[config.mk]
export PLATFORM = sky130hd
export DESIGN_NAME = uart_mmio
export DESIGN_NICKNAME = d
export VERILOG_FILES = /design/src/rtl/uart_mmio.sv
export SDC_FILE = /design/constraint.sdc
export NUM_CORES = 1
export LEC_CHECK = 0
export ABC_AREA = 0
export BUFFER_PORTS_ARGS = -buffer_cell sky130_fd_sc_hd__buf_2
export CAP_MARGIN = 20
export CORE_MARGIN = 2
export CORE_UTILIZATION = 45
export DETAILED_ROUTE_END_ITERATION = 8
export GPL_TIMING_DRIVEN = 0
export SYNTH_ARGS = -nofsm -noshare
export SYNTH_HDL_FRONTEND = slang
export SYNTH_SLANG_ARGS = --single-unit
[constraint.sdc]
create_clock -name clk -period 12.3 [get_ports clk]
set_input_delay 2.46 -clock clk [delete_from_list [all_inputs] [get_ports clk]]
set_output_delay 2.46 -clock clk [all_outputs]
set_load 0.01 [all_outputs]
[src/rtl/uart_mmio.sv]
// Memory-mapped UART: RX/TX byte FIFOs around a prescaled 8N1 core, sticky error flags, level irq.
// Registered reads (DO valid one edge after cs). `define UART_LOOPBACK_EN enables CTRL bit2 internal loopback.

module uart_mmio_fifo #(
    parameter int AW = 4
) (
    input  logic          clk,
    input  logic          rst,
    input  logic          push,
    input  logic [7:0]    push_dat,
    input  logic          pop,
    output logic [7:0]    pop_dat,
    output logic [AW:0]   count,
    output logic          full,
    output logic          empty
);
    logic [7:0]    mem [2**AW];
    logic [AW-1:0] wptr, rptr;
    logic          do_push, do_pop;

    assign empty   = (count == '0);
    assign full    = count[AW];
    assign do_pop  = pop & ~empty;
    // A push into a full FIFO still lands when the same edge frees a slot.
    assign do_push = push & (~full | do_pop);
    assign pop_dat = empty ? 8'h00 : mem[rptr];

    always_ff @(posedge clk) begin
        if (do_push) mem[wptr] <= push_dat;
    end

    always_ff @(posedge clk or posedge rst) begin
        if (rst) begin
            wptr  <= '0;
            rptr  <= '0;
            count <= '0;
        end else begin
            if (do_push) wptr <= wptr + 1'b1;
            if (do_pop)  rptr <= rptr + 1'b1;
            count <= count + (AW+1)'(do_push) - (AW+1)'(do_pop);
        end
    end
endmodule

module uart_mmio_core (
    input  logic        clk,
    input  logic        rst,
    input  logic [15:0] prescale,
    input  logic [7:0]  input_axis_tdata,
    input  logic        input_axis_tvalid,
    output logic        input_axis_tready,
    output logic [7:0]  output_axis_tdata,
    output logic        output_axis_tvalid,
    input  logic        output_axis_tready,
    input  logic        rxd,
    output logic        txd,
    output logic        tx_busy,
    output logic        rx_frame_error
);
    logic [18:0] period;
    logic [18:0] tx_cnt, rx_cnt;
    logic [8:0]  tx_sr;
    logic [7:0]  rx_sr;
    logic [3:0]  tx_bit, rx_bit;
    logic        rx_busy, rxd_q;

    // One bit time is prescale*8 clocks.
    assign period            = {prescale, 3'b000};
    assign input_axis_tready = ~tx_busy;
    assign output_axis_tdata = rx_sr;

    always_ff @(posedge clk or posedge rst) begin
        if (rst) begin
            txd     <= 1'b1;
            tx_busy <= 1'b0;
            tx_sr   <= '0;
            tx_bit  <= '0;
            tx_cnt  <= '0;
        end else if (!tx_busy) begin
            if (input_axis_tvalid) begin
                tx_busy <= 1'b1;
                txd     <= 1'b0;
                tx_sr   <= {1'b1, input_axis_tdata};
                tx_bit  <= 4'd9;
                tx_cnt  <= period - 19'd1;
            end
        end else if (tx_cnt != '0) begin
            tx_cnt <= tx_cnt - 19'd1;
        end else if (tx_bit != '0) begin
            txd    <= tx_sr[0];
            tx_sr  <= {1'b1, tx_sr[8:1]};
            tx_bit <= tx_bit - 4'd1;
            tx_cnt <= period - 19'd1;
        end else begin
            tx_busy <= 1'b0;
        end
    end

    always_ff @(posedge clk or posedge rst) begin
        if (rst) begin
            rxd_q              <= 1'b1;
            rx_busy            <= 1'b0;
            rx_cnt             <= '0;
            rx_bit             <= '0;
            rx_sr              <= '0;
            output_axis_tvalid <= 1'b0;
            rx_frame_error     <= 1'b0;
        end else begin
            rxd_q          <= rxd;
            rx_frame_error <= 1'b0;
            if (output_axis_tvalid && output_axis_tready) output_axis_tvalid <= 1'b0;
            if (!rx_busy) begin
                if (!rxd_q) begin
                    rx_busy <= 1'b1;
                    rx_cnt  <= {1'b0, period[18:1]};
                    rx_bit  <= '0;
                end
            end else if (rx_cnt != '0) begin
                rx_cnt <= rx_cnt - 19'd1;
            end else begin
                rx_cnt <= period - 19'd1;
                rx_bit <= rx_bit + 4'd1;
                // Sampling mid-bit: a start bit that has gone high again was a glitch.
                if (rx_bit == 4'd0) begin
                    if (rxd_q) rx_busy <= 1'b0;
                end else if (rx_bit != 4'd9) begin
                    rx_sr <= {rxd_q, rx_sr[7:1]};
                end else begin
                    rx_busy <= 1'b0;
                    if (rxd_q) output_axis_tvalid <= 1'b1;
                    else       rx_frame_error     <= 1'b1;
                end
            end
        end
    end
endmodule

module uart_mmio #(
    parameter int          RX_DEPTH_LOG2  = 4,
    parameter int          TX_DEPTH_LOG2  = 4,
    parameter logic [15:0] PRESCALE_RESET = 16'h0000
) (
    input  logic       clk,
    input  logic       rst,
    input  logic [3:0] Address,
    input  logic [7:0] DI,
    output logic [7:0] DO,
    input  logic       rw,
    input  logic       cs,
    output logic       irq,
    input  logic       rxd,
    output logic       txd
);
`ifdef UART_LOOPBACK_EN
    localparam logic [2:0] CTRL_MASK = 3'b111;
`else
    localparam logic [2:0] CTRL_MASK = 3'b011;
`endif

    logic                   rd, wr, st_wr;
    logic [2:0]             ctrl;
    logic [15:0]            presc;
    logic                   rxovr, ferr, txovf;
    logic [7:0]             rdata, status;
    logic [7:0]             rx_dat, rx_head, tx_dat;
    logic                   rx_vld, rx_pop, rx_full, rx_empty;
    logic                   tx_vld, tx_rdy, tx_push, tx_pop, tx_full, tx_empty, tx_busy;
    logic                   frame_err, core_rxd, core_txd;
    logic [RX_DEPTH_LOG2:0] rx_count;
    logic [TX_DEPTH_LOG2:0] tx_count;

    function automatic logic [7:0] sat8(input logic [31:0] v);
        return (v > 32'd255) ? 8'hFF : v[7:0];
    endfunction

    assign rd      = cs & rw;
    assign wr      = cs & ~rw;
    assign st_wr   = wr & (Address == 4'h1);
    assign rx_pop  = rd & (Address == 4'h0);
    assign tx_push = wr & (Address == 4'h0);
    assign tx_vld  = ~tx_empty;
    assign tx_pop  = tx_vld & tx_rdy;

`ifdef UART_LOOPBACK_EN
    assign core_rxd = ctrl[2] ? core_txd : rxd;
    assign txd      = ctrl[2] ? 1'b1 : core_txd;
`else
    assign core_rxd = rxd;
    assign txd      = core_txd;
`endif

    uart_mmio_fifo #(.AW(RX_DEPTH_LOG2)) u_rx_fifo (
        .clk(clk), .rst(rst), .push(rx_vld), .push_dat(rx_dat), .pop(rx_pop),
        .pop_dat(rx_head), .count(rx_count), .full(rx_full), .empty(rx_empty)
    );

    uart_mmio_fifo #(.AW(TX_DEPTH_LOG2)) u_tx_fifo (
        .clk(clk), .rst(rst), .push(tx_push), .push_dat(DI), .pop(tx_pop),
        .pop_dat(tx_dat), .count(tx_count), .full(tx_full), .empty(tx_empty)
    );

    uart_mmio_core u_core (
        .clk(clk), .rst(rst), .prescale(presc),
        .input_axis_tdata(tx_dat), .input_axis_tvalid(tx_vld), .input_axis_tready(tx_rdy),
        .output_axis_tdata(rx_dat), .output_axis_tvalid(rx_vld), .output_axis_tready(1'b1),
        .rxd(core_rxd), .txd(core_txd), .tx_busy(tx_busy), .rx_frame_error(frame_err)
    );

    assign status = {irq, txovf, ferr, rxovr, rx_full, tx_empty & ~tx_busy, ~tx_full, ~rx_empty};

    always_comb begin
        rdata = 8'h00;
        case (Address)
            4'h0:    rdata = rx_head;
            4'h1:    rdata = status;
            4'h2:    rdata = {5'b0, ctrl};
            4'h3:    rdata = sat8(32'(rx_count));
            4'h4:    rdata = sat8(32'(tx_count));
            4'hA:    rdata = presc[15:8];
            4'hB:    rdata = presc[7:0];
            default: rdata = 8'h00;
        endcase
    end

    always_ff @(posedge clk or posedge rst) begin
        if (rst) begin
            DO    <= 8'h00;
            ctrl  <= 3'b000;
            presc <= PRESCALE_RESET;
            rxovr <= 1'b0;
            ferr  <= 1'b0;
            txovf <= 1'b0;
            irq   <= 1'b0;
        end else begin
            if (rd) DO <= rdata;
            if (wr && Address == 4'h2) ctrl <= DI[2:0] & CTRL_MASK;
            if (wr && Address == 4'hA) presc[15:8] <= DI;
            if (wr && Address == 4'hB) presc[7:0]  <= DI;
            // Set terms are OR'd after the clear so a coincident event wins.
            rxovr <= (rxovr & ~(st_wr & DI[4])) | (rx_vld & rx_full & ~rx_pop);
            ferr  <= (ferr  & ~(st_wr & DI[5])) | frame_err;
            txovf <= (txovf & ~(st_wr & DI[6])) | (tx_push & tx_full & ~tx_pop);
            irq   <= (ctrl[0] & ~rx_empty) | (ctrl[1] & tx_empty);
        end
    end
endmodule

# Yosys cells after proc, flatten, opt, wreduce, memory -nomap -nowiden
# Memory sizes are Yosys's and may differ from the RTL's.
# Cells that the tools add are included.
[totals]
reg_bits = 125
latch_bits = 0
ramBits = 256
romBits = 0
output_inout_bits = 10
word_cells = 156
mem_count = 2
[mem_list]
columns = ["memory", "depth", "word_bits", "rd", "rd_ports_with_merged_regs", "wr", "line_no", "rtl"]
rows = [
  ["u_rx_fifo.mem", 16, 8, 1, 0, 1, "17", "logic [7:0] mem [2**AW];"],
  ["u_tx_fifo.mem", 16, 8, 1, 0, 1, "17", ""],
]
[classes]
addsub = 13
n_mul = 0
div_mod_pow = 0
magnitude_cmp = 0
n_eq_ne = 13
shift = 0
mux = 46
bitwise_logic = 42
reduce_logical = 14
[ops]
columns = ["op", "count"]
rows = [
  ["two-way mux 19 bit", 7],
  ["subtractor 19 x 1 -> 19 bit (second input constant)", 3],
  ["one-hot mux 8 bit (7 select lines)", 1],
  ["nonzero test 19 bit", 2],
  ["two-way mux 9 bit", 4],
  ["two-way mux 4 bit", 7],
  ["two-way mux 1 bit", 26],
  ["AND 1 bit", 23],
  ["adder 4 x 1 -> 4 bit (second input constant)", 5],
  ["inverter 1 bit", 13],
  ["adder 5 x 1 -> 5 bit", 2],
  ["logical NOT 5 bit", 2],
  ["subtractor 5 x 1 -> 5 bit", 2],
  ["equality test 4 x 2 -> 1 bit (second input constant)", 2],
  ["equality test 4 bit (second input constant)", 2],
  ["logical NOT 4 bit", 2],
  ["two-way mux 8 bit", 1],
  ["inequality test 2 bit (second input constant)", 3],
  ["OR 1 bit", 6],
  ["equality test 4 x 1 -> 1 bit (second input constant)", 1],
  ["equality test 4 x 3 -> 1 bit (second input constant)", 1],
  ["inequality test 2 x 1 -> 1 bit (second input constant)", 2],
  ["inequality test 4 bit (second input constant)", 1],
  ["AND reduction 2 bit", 2],
  ["6 further kinds", 8],
]

# Longest topological paths before layout
# Gate-level depths: netlist of the first run.
[depth]
depth_word = 8
mapped_depth = 15
mapped_depth_nobuf = 14

# Modules after synthesis
# From an unflattened synthesis of the first run, not the netlist that was laid out.
[hier_totals]
cells_unflattened = 1229
hier_area_um2 = 17399.2
[modules_own_cells]
columns = ["module", "n_inst", "cells_each", "area_per_inst_um2", "seq_area_each_um2"]
rows = [
  ["uart_mmio_fifo (u_tx_fifo)", 1, 311, 5764.3, 4169.0],
  ["uart_mmio_fifo (u_rx_fifo)", 1, 311, 5761.8, 4169.0],
  ["uart_mmio_core", 1, 462, 4267.8, 1729.2],
  ["uart_mmio", 1, 145, 1605.3, 750.7],
]

# Worst setup path after synthesis of the first run
# No wires, ideal clock.
[synth_path]
path_type = "in2reg"
start = "in Address[0]"
end = "reg u_rx_fifo.count[4]"
setup_time_ns = 0.125
arrival_ns = 5.028
required_ns = 12.175
slack_ns = 7.147
stages = 14
n_path_buf = 2
path_cell_list = "clkbuf_1 or4_1 nor3b_1 buf_2 ha_1 inv_1 ha_1 inv_1 fa_1 inv_1 a21oi_1 nor2_1 nor2_1 xnor2_1"
[synth_via]
elab_chain_len = 7
[synth_lines]
columns = ["item", "line_no", "rtl"]
rows = [
  ["from (decl)", "145", "input logic [3:0] Address,"],
  ["logical NOT 4 bit (*)", "179", "assign rx_pop = rd & (Address == 4'h0);"],
  ["AND 1 bit (*)", "179", ""],
  ["AND 1 bit (*)", "23", "assign do_pop = pop & ~empty;"],
  ["via u_rx_fifo.do_pop", "19", "logic do_push, do_pop;"],
  ["OR 1 bit", "25", "assign do_push = push & (~full | do_pop);"],
  ["AND 1 bit", "25", ""],
  ["adder 5 x 1 -> 5 bit", "40", "count <= count + (AW+1)'(do_push) - (AW+1)'(do_pop);"],
  ["subtractor 5 x 1 -> 5 bit (*)", "40", ""],
  ["to (signal assigned)", "40", ""],
  ["to (decl)", "13", "output logic [AW:0] count,"],
]
# Mark *: on every way through the listed nets, which the timed path passes. The rest lies on a longest branch.
# A chain may end at the register's enable or synchronous reset.

# Final worst setup path of the first run
# Same ends and word-level chain as after synthesis.

==> impl_metrics.ini, run 1 <==
[outcome]
outcome = finished, final reports clean

[synth]
ys.flop_type = edfxtp_1
yosys_warnings = 0
avgSynthCellArea_um2 = 14.7
synth_edf_count = 256
synthCells = 1157
synthesis.nets = 1205
postSynth.asyncResetShare_pct = 32.8
synth_cell_types = 75
synth_seq_cells = 381
seq_area_frac_synth_pct = 63.8
syn_area_um2 = 17000

[hold_path]
hp-class = reg -> reg
hold_end = ferr
holdCritStartpoint = u_core.rx_frame_error
hold_path_depth = 1

[route]
drc = 0
firstDrtPassIters = 5
routed_wl_um = 39900
ant_nets = 0
vias = 10200
wl_per_cell_um = 22.4
vias_per_cell = 5.75
first_iter_violations = 805

[die]
rows = 71
core_um2 = 37400
dieArea_um2 = 39200
io_pins = 27
dieWidth_um = 198
start_util_pct = 45.3
die_height_um = 198

[sta]
clock.fmax_ghz = 0.193
fin_crit_ns = 5.19
drv_slew = 0
period_share_pct = 42.2
finalSetupViolCount = 0
rsz0062_at_grt = false
finalClockSkew_ns = 0.0196
worst_hold_slack_ns = 0.448
relSlewSlack_pct = 22.6
worst_pin_slew_ns = 1.14
tns_ns = 0
hold_violations = 0

[power_and_ir_drop]
vdd_drop_max_mv = 0.122
power_leakage_nw = 6.93
p_per_area_nw_per_um2 = 174

[clock_network]
clk_path_buf_depth = 3
postCtsSetupRepairBufs = 0
clockRootBuffer = clkbuf_16
cts_tree = done
cts.sinks = 381
htreeDepth = 2
cts_inserted_buffers = 43
clk_latency_ns = 0.58
cts_resized = 0
path_clk_slew_ns = 0.06
cts_hold_buffers = 0

[layout]
final_cell_mix = edfxtp_1 (256), dfrtp_1 (123), mux4_2 (63)
drive_gt1_share_pct = 18.9
final_common_cell = edfxtp_1
area_delta_synth_final_pct = 14.1
fillers = 3130
fin_nets = 1281

[global_route]
grt_pass1_vias = 10300
grt_pass1_wl_um = 61700
antenna_found_initial = 2
grt_max_degree = 78
grt_usage_pct = 21.1
gr-total-overflow = 0

[place]
gp_congestion = 0.886
portBuffers = 23
post-dp-hpwl_um = 26400

[critical_path]
reg2reg_slack_ns = 9.10
reg2reg_to = u_rx_fifo.count[4]
timing.rr.start = u_rx_fifo.count[3]
start_kind = input port
end_kind = register
cp_max_fo = 10
critPathArrivalTime_ns = 5.63
rr_worst_depth = 15
path_class = in -> reg
worstPathRequired_ns = 12.75

[job]
maxCapViolCount = 0
## metal layers
metal  global-route usage [%]  vias up  routed length, µm
met4                     7.74        2               1050
li1                         -     4618                  -
met2                     33.7      322              19200
met3                     3.70       70               2340
met1                     29.1     5221              17200
met5                        0        -                  9
## registers in the layout, summed over array words and instances, names as in the netlist, 2 cells and up
register / flops
DO: 8
ctrl: 2
presc: 16
u_core.output_axis_tdata: 8
u_core.rx_bit: 4
u_core.rx_cnt: 19
u_core.tx_bit: 4
u_core.tx_cnt: 19
u_core.tx_sr: 9
u_rx_fifo.count: 5
u_rx_fifo.mem: 128
u_rx_fifo.rptr: 4
u_rx_fifo.wptr: 4
u_tx_fifo.count: 5
u_tx_fifo.mem: 128
u_tx_fifo.rptr: 4
u_tx_fifo.wptr: 4
## report_power, final
| part | switching [mW] | leakage [nW] | internal, mW |
|---|---|---|---|
| combinational | 0.249 | 2.36 | 0.209 |
| sequential | 0.100 | 3.83 | 1.44 |
| clock | 0.533 | 0.745 | 0.831 |
| total | 0.882 | 6.93 | 2.48 |
## layout make-up
class,instances,area (µm²),area share [%]
clock buffers,50,1120,5.80
diodes,1,2.50,0.0129
plain buffers,58,262,1.35
well taps,511,639,3.30
flip-flops and latches,381,10800,55.9
multi-input cells,664,5690,29.4
clock inverters,30,404,2.09
inverters,54,208,1.07
repair buffers,31,198,1.02
## Yosys cell counts, drive strengths merged, types with 7 or more instances
master | instances | area [µm²]
edfxtp | 256 | 7690
dfrtp | 123 | 3080
mux4 | 63 | 1420
nand2 | 62 | 233
inv | 52 | 195
mux2i | 46 | 460
o21ai | 45 | 229
nor2 | 44 | 168
a21oi | 43 | 215
clkbuf | 31 | 116
xnor2 | 31 | 272
ha | 29 | 363
mux2 | 29 | 327
nor3 | 29 | 145
buf | 26 | 136
and2 | 23 | 144
nand3 | 19 | 95.1
a31oi | 18 | 113
nor4 | 17 | 113
xor2 | 13 | 114
nor2b | 11 | 68.8
a221oi | 10 | 87.6
a221o | 9 | 90.1
a22o | 8 | 70.1
and3 | 8 | 50.1
nand4 | 8 | 50.1
a211oi | 7 | 57.6
## cells by family (layout without fill, tap and decap cells)
kind of cell,after synthesis,count (layout),share of synthesized area (%)
AO/OA/AOI/OAI,191,191,7.65
XOR/XNOR,44,44,2.27
adder cells (fa/ha/maj),31,31,2.38
buffers and inverters,112,223,2.74
flip-flops,381,381,63.8
multiplexers,138,138,13.0
other,0,1,0
AND/OR/NAND/NOR,260,260,8.13
## how the worst max path moves through the flow
| stage | from | to | slack [ns] |
|---|---|---|---|
| 4_1_cts | Address[0] | u_rx_fifo.count[4] | 7.16 |
| 5_1_grt | Address[0] | u_rx_fifo.count[4] | 6.93 |
| 3_3_place_gp | rst | u_tx_fifo.rptr[3] | 4.62 |
| 6_report | Address[0] | u_rx_fifo.count[4] | 7.11 |
| 2_1_floorplan | rst | DO[0] | 6.52 |
| 3_5_place_dp | Address[0] | u_rx_fifo.count[4] | 6.58 |
## per-stage QoR
step | cells | cell area [µm²] | utilization, % | setup WS (ns) | total power, mW
detailed placement | 1697 | 17800 | 47.6 | 6.58 | 2.03
global route | 1779 | 19300 | 51.7 | 6.93 | 3.51
CTS | 1777 | 19300 | 51.7 | 7.16 | 3.39
floorplan | 1157 | 17000 | - | 6.52 | 1.88
finish | 1780 | 19300 | 51.7 | 7.11 | 3.36
global placement | 1691 | 17700 | 47.3 | 4.62 | 2.01
## critical path, cell delays in order
cell	delay [ns]
clkbuf_1	0.20
or4_1	0.67
nor3b_1	0.61
buf_2	0.36
ha_1	0.27
inv_1	0.05
ha_1	0.17
inv_1	0.06
fa_1	0.40
inv_1	0.07
a21oi_1	0.06
nor2_1	0.08
nor2_1	0.06
xnor2_1	0.11
(Power assumes the default switching activity.)
==> inputs of run 2 (changes only) <==
--- a/config.mk
+++ b/config.mk
@@ -5,7 +5,7 @@
 export SDC_FILE = /design/constraint.sdc
 export NUM_CORES = 1
 export LEC_CHECK = 0
-export ABC_AREA = 0
+export ABC_AREA = 1
 export BUFFER_PORTS_ARGS = -buffer_cell sky130_fd_sc_hd__buf_2
 export CAP_MARGIN = 20
 export CORE_MARGIN = 2
==> constraint.sdc (replaced) <==
create_clock -name clk -period 5.25 [get_ports clk]
set_input_delay 1.05 -clock clk [delete_from_list [all_inputs] [get_ports clk]]
set_output_delay 1.05 -clock clk [all_outputs]
set_load 0.01 [all_outputs]
==> impl_metrics.ini, run 2 <==
[clock_network]
cts_inserted_buffers = 43
cts_resized = 0
clockRootBuffer = clkbuf_16
clk_latency_ns = 0.56
cts_tree = done
cts_hold_buffers = 0
cts.sinks = 381
clk_path_buf_depth = 3
htreeDepth = 2
postCtsSetupRepairBufs = 0
path_clk_slew_ns = 0.06

[critical_path]
path_class = in -> reg
cp_max_fo = 9
start_kind = input port
end_kind = register
critPathArrivalTime_ns = 3.22
worstPathRequired_ns = 5.45

[power_and_ir_drop]
p_clk_share_pct = 37.0
p_sw_share_pct = 31.2
power_frac_comb_pct = 21.4
pwr-share-seq_pct = 41.6
power_leakage_nw = 8.38
p_int_mw = 5.99
switching_power_mw = 2.71
p_per_area_nw_per_um2 = 427
vdd_drop_max_mv = 0.269

[sta]
worst_pin_slew_ns = 0.904
finalSetupViolCount = 0
timing.final.ws_setup_ns = 2.23
relSlewSlack_pct = 39.4
tns_ns = 0
rsz0062_at_grt = false
period_share_pct = 57.6
hold_violations = 0
finalClockSkew_ns = 0.0163
drv_slew = 0
fin_crit_ns = 3.02
clock.fmax_ghz = 0.331

[synth]
synth.most_common_cell = nand2_1
synth_cell_types = 46
yosysTopAreaCellShare_pct = 42.7
yosysTopAreaCell = edfxtp_1
synthesis.nets = 1958
postSynth.asyncResetShare_pct = 32.8
ys.flop_type = edfxtp_1
ys_top_cells_by_count = nand2_1 (530), edfxtp_1 (256), nor2_1 (225), nand3_1 (214), inv_1 (155)
synth_edf_count = 256
seq_area_frac_synth_pct = 60.2
synth_seq_cells = 381
avgSynthCellArea_um2 = 9.42
synthCells = 1910
yosys_warnings = 0
syn_area_um2 = 18000
synth.area.top_cells = edfxtp_1 (43%), dfrtp_1 (17%), nand2_1 (11%), nand3_1 (6.0%), nor2_1 (4.7%)

[die]
die_height_um = 204
dieArea_um2 = 41600
rows = 73
start_util_pct = 45.5
io_pins = 27
core_um2 = 39500
dieWidth_um = 204

[layout]
area_delta_synth_final_pct = 13.3
final_cell_mix = nand2_1 (530), edfxtp_1 (256), nor2_1 (225)
fin_nets = 2045
top_regs = u_rx_fifo.mem x128, u_tx_fifo.mem x128
final_util_pct = 51.5
drive_gt1_share_pct = 8.72
final_common_cell = nand2_1
antenna_cells = 0
fin_area_um2 = 20400

[route]
wl_per_cell_um = 18.0
first_iter_violations = 1287
drc = 0
firstDrtPassIters = 6
ant_nets = 0
routed_wl_um = 45900
vias = 13500
vias_per_cell = 5.27

[global_route]
grt_max_degree = 83
gr-total-overflow = 0
grt_pass1_vias = 13200
grt_pass1_wl_um = 73200
antenna_found_initial = 0
grt_usage_pct = 22.7

[place]
portBuffers = 26
place_area_um2 = 18900
post-dp-hpwl_um = 32100
preCtsSetupSlack_ns = 1.67
gp_congestion = 0.905

[outcome]
outcome = finished, final reports clean

[job]
maxCapViolCount = 0

[hold_path]
hp-class = reg -> reg
==> run 2: metal layers <==
layer,part of all wire (%),vias up,routed length (µm),global-route usage [%]
met4,2.4,0,1120,6.96
li1,-,6536,-,-
met5,0,-,0,0
met3,5.9,73,2710,3.05
met1,46,6459,21000,32.1
met2,46,401,21100,36.5
==> run 2: per-stage QoR <==
stage          power (mW)  hold slack [ns]  cells
2_1_floorplan        4.95            0.417   1910
4_1_cts              8.74            0.454   2555
3_5_place_dp         5.53            0.433   2477
5_1_grt              9.17            0.483   2555
3_3_place_gp         5.48            0.437   2461
6_report             8.70            0.457   2555
==> run 2: critical path: stages <==
cell and delay (ns):
buf_2 0.09, inv_1 0.04, nor2_1 0.50, nand3_1 0.36, clkinv_1 0.29, nand2_1 0.22, nor2_1 0.66
==> run 2: area by class of cell <==
class                   instances  area [µm²]
well taps                     525         657
clock buffers                  46        1090
flip-flops and latches        381       10800
repair buffers                 42         235
inverters                     166         629
plain buffers                  71         354
fillers                      3589       19200
multi-input cells            1292        6190
clock inverters                32         410
==> run 2: kinds of logic after synthesis <==
group / count (synthesis) / synth area share, %
fa+ha+maj: 31 / 2.24
compound gates: 188 / 5.87
simple gates: 1028 / 24.1
flops: 381 / 60.2
buf+inv: 237 / 5.44
xor+xnor: 45 / 2.19
==> run 2: power by group through the flow <==
| stage | clock (mW) | combinational [mW] | sequential (mW) |
|---|---|---|---|
| after floorplan | 0 | 1.34 | 3.61 |
| after global placement | 0 | 1.81 | 3.67 |
| after detailed placement | 0 | 1.86 | 3.67 |
| after CTS | 3.26 | 1.87 | 3.62 |
| after global routing | 3.38 | 2.14 | 3.65 |
| final | 3.22 | 1.87 | 3.62 |
==> run 2: final timing paths <==
check | start | end | slack [ns] | depth (start not counted)
max | cs | u_tx_fifo.mem[14][2] | 2.23 | 7
min | u_core.tx_sr[8] | u_core.tx_sr[8] | 0.46 | 2
max reg2reg | u_rx_fifo.count[2] | u_rx_fifo.count[4] | 2.44 | 14
min reg2reg | u_core.tx_sr[8] | u_core.tx_sr[8] | 0.46 | 2
max in group asynchronous | rst | DO[1] | 3.94 | 3
min in group asynchronous | rst | u_core.tx_cnt[2] | 0.51 | 2
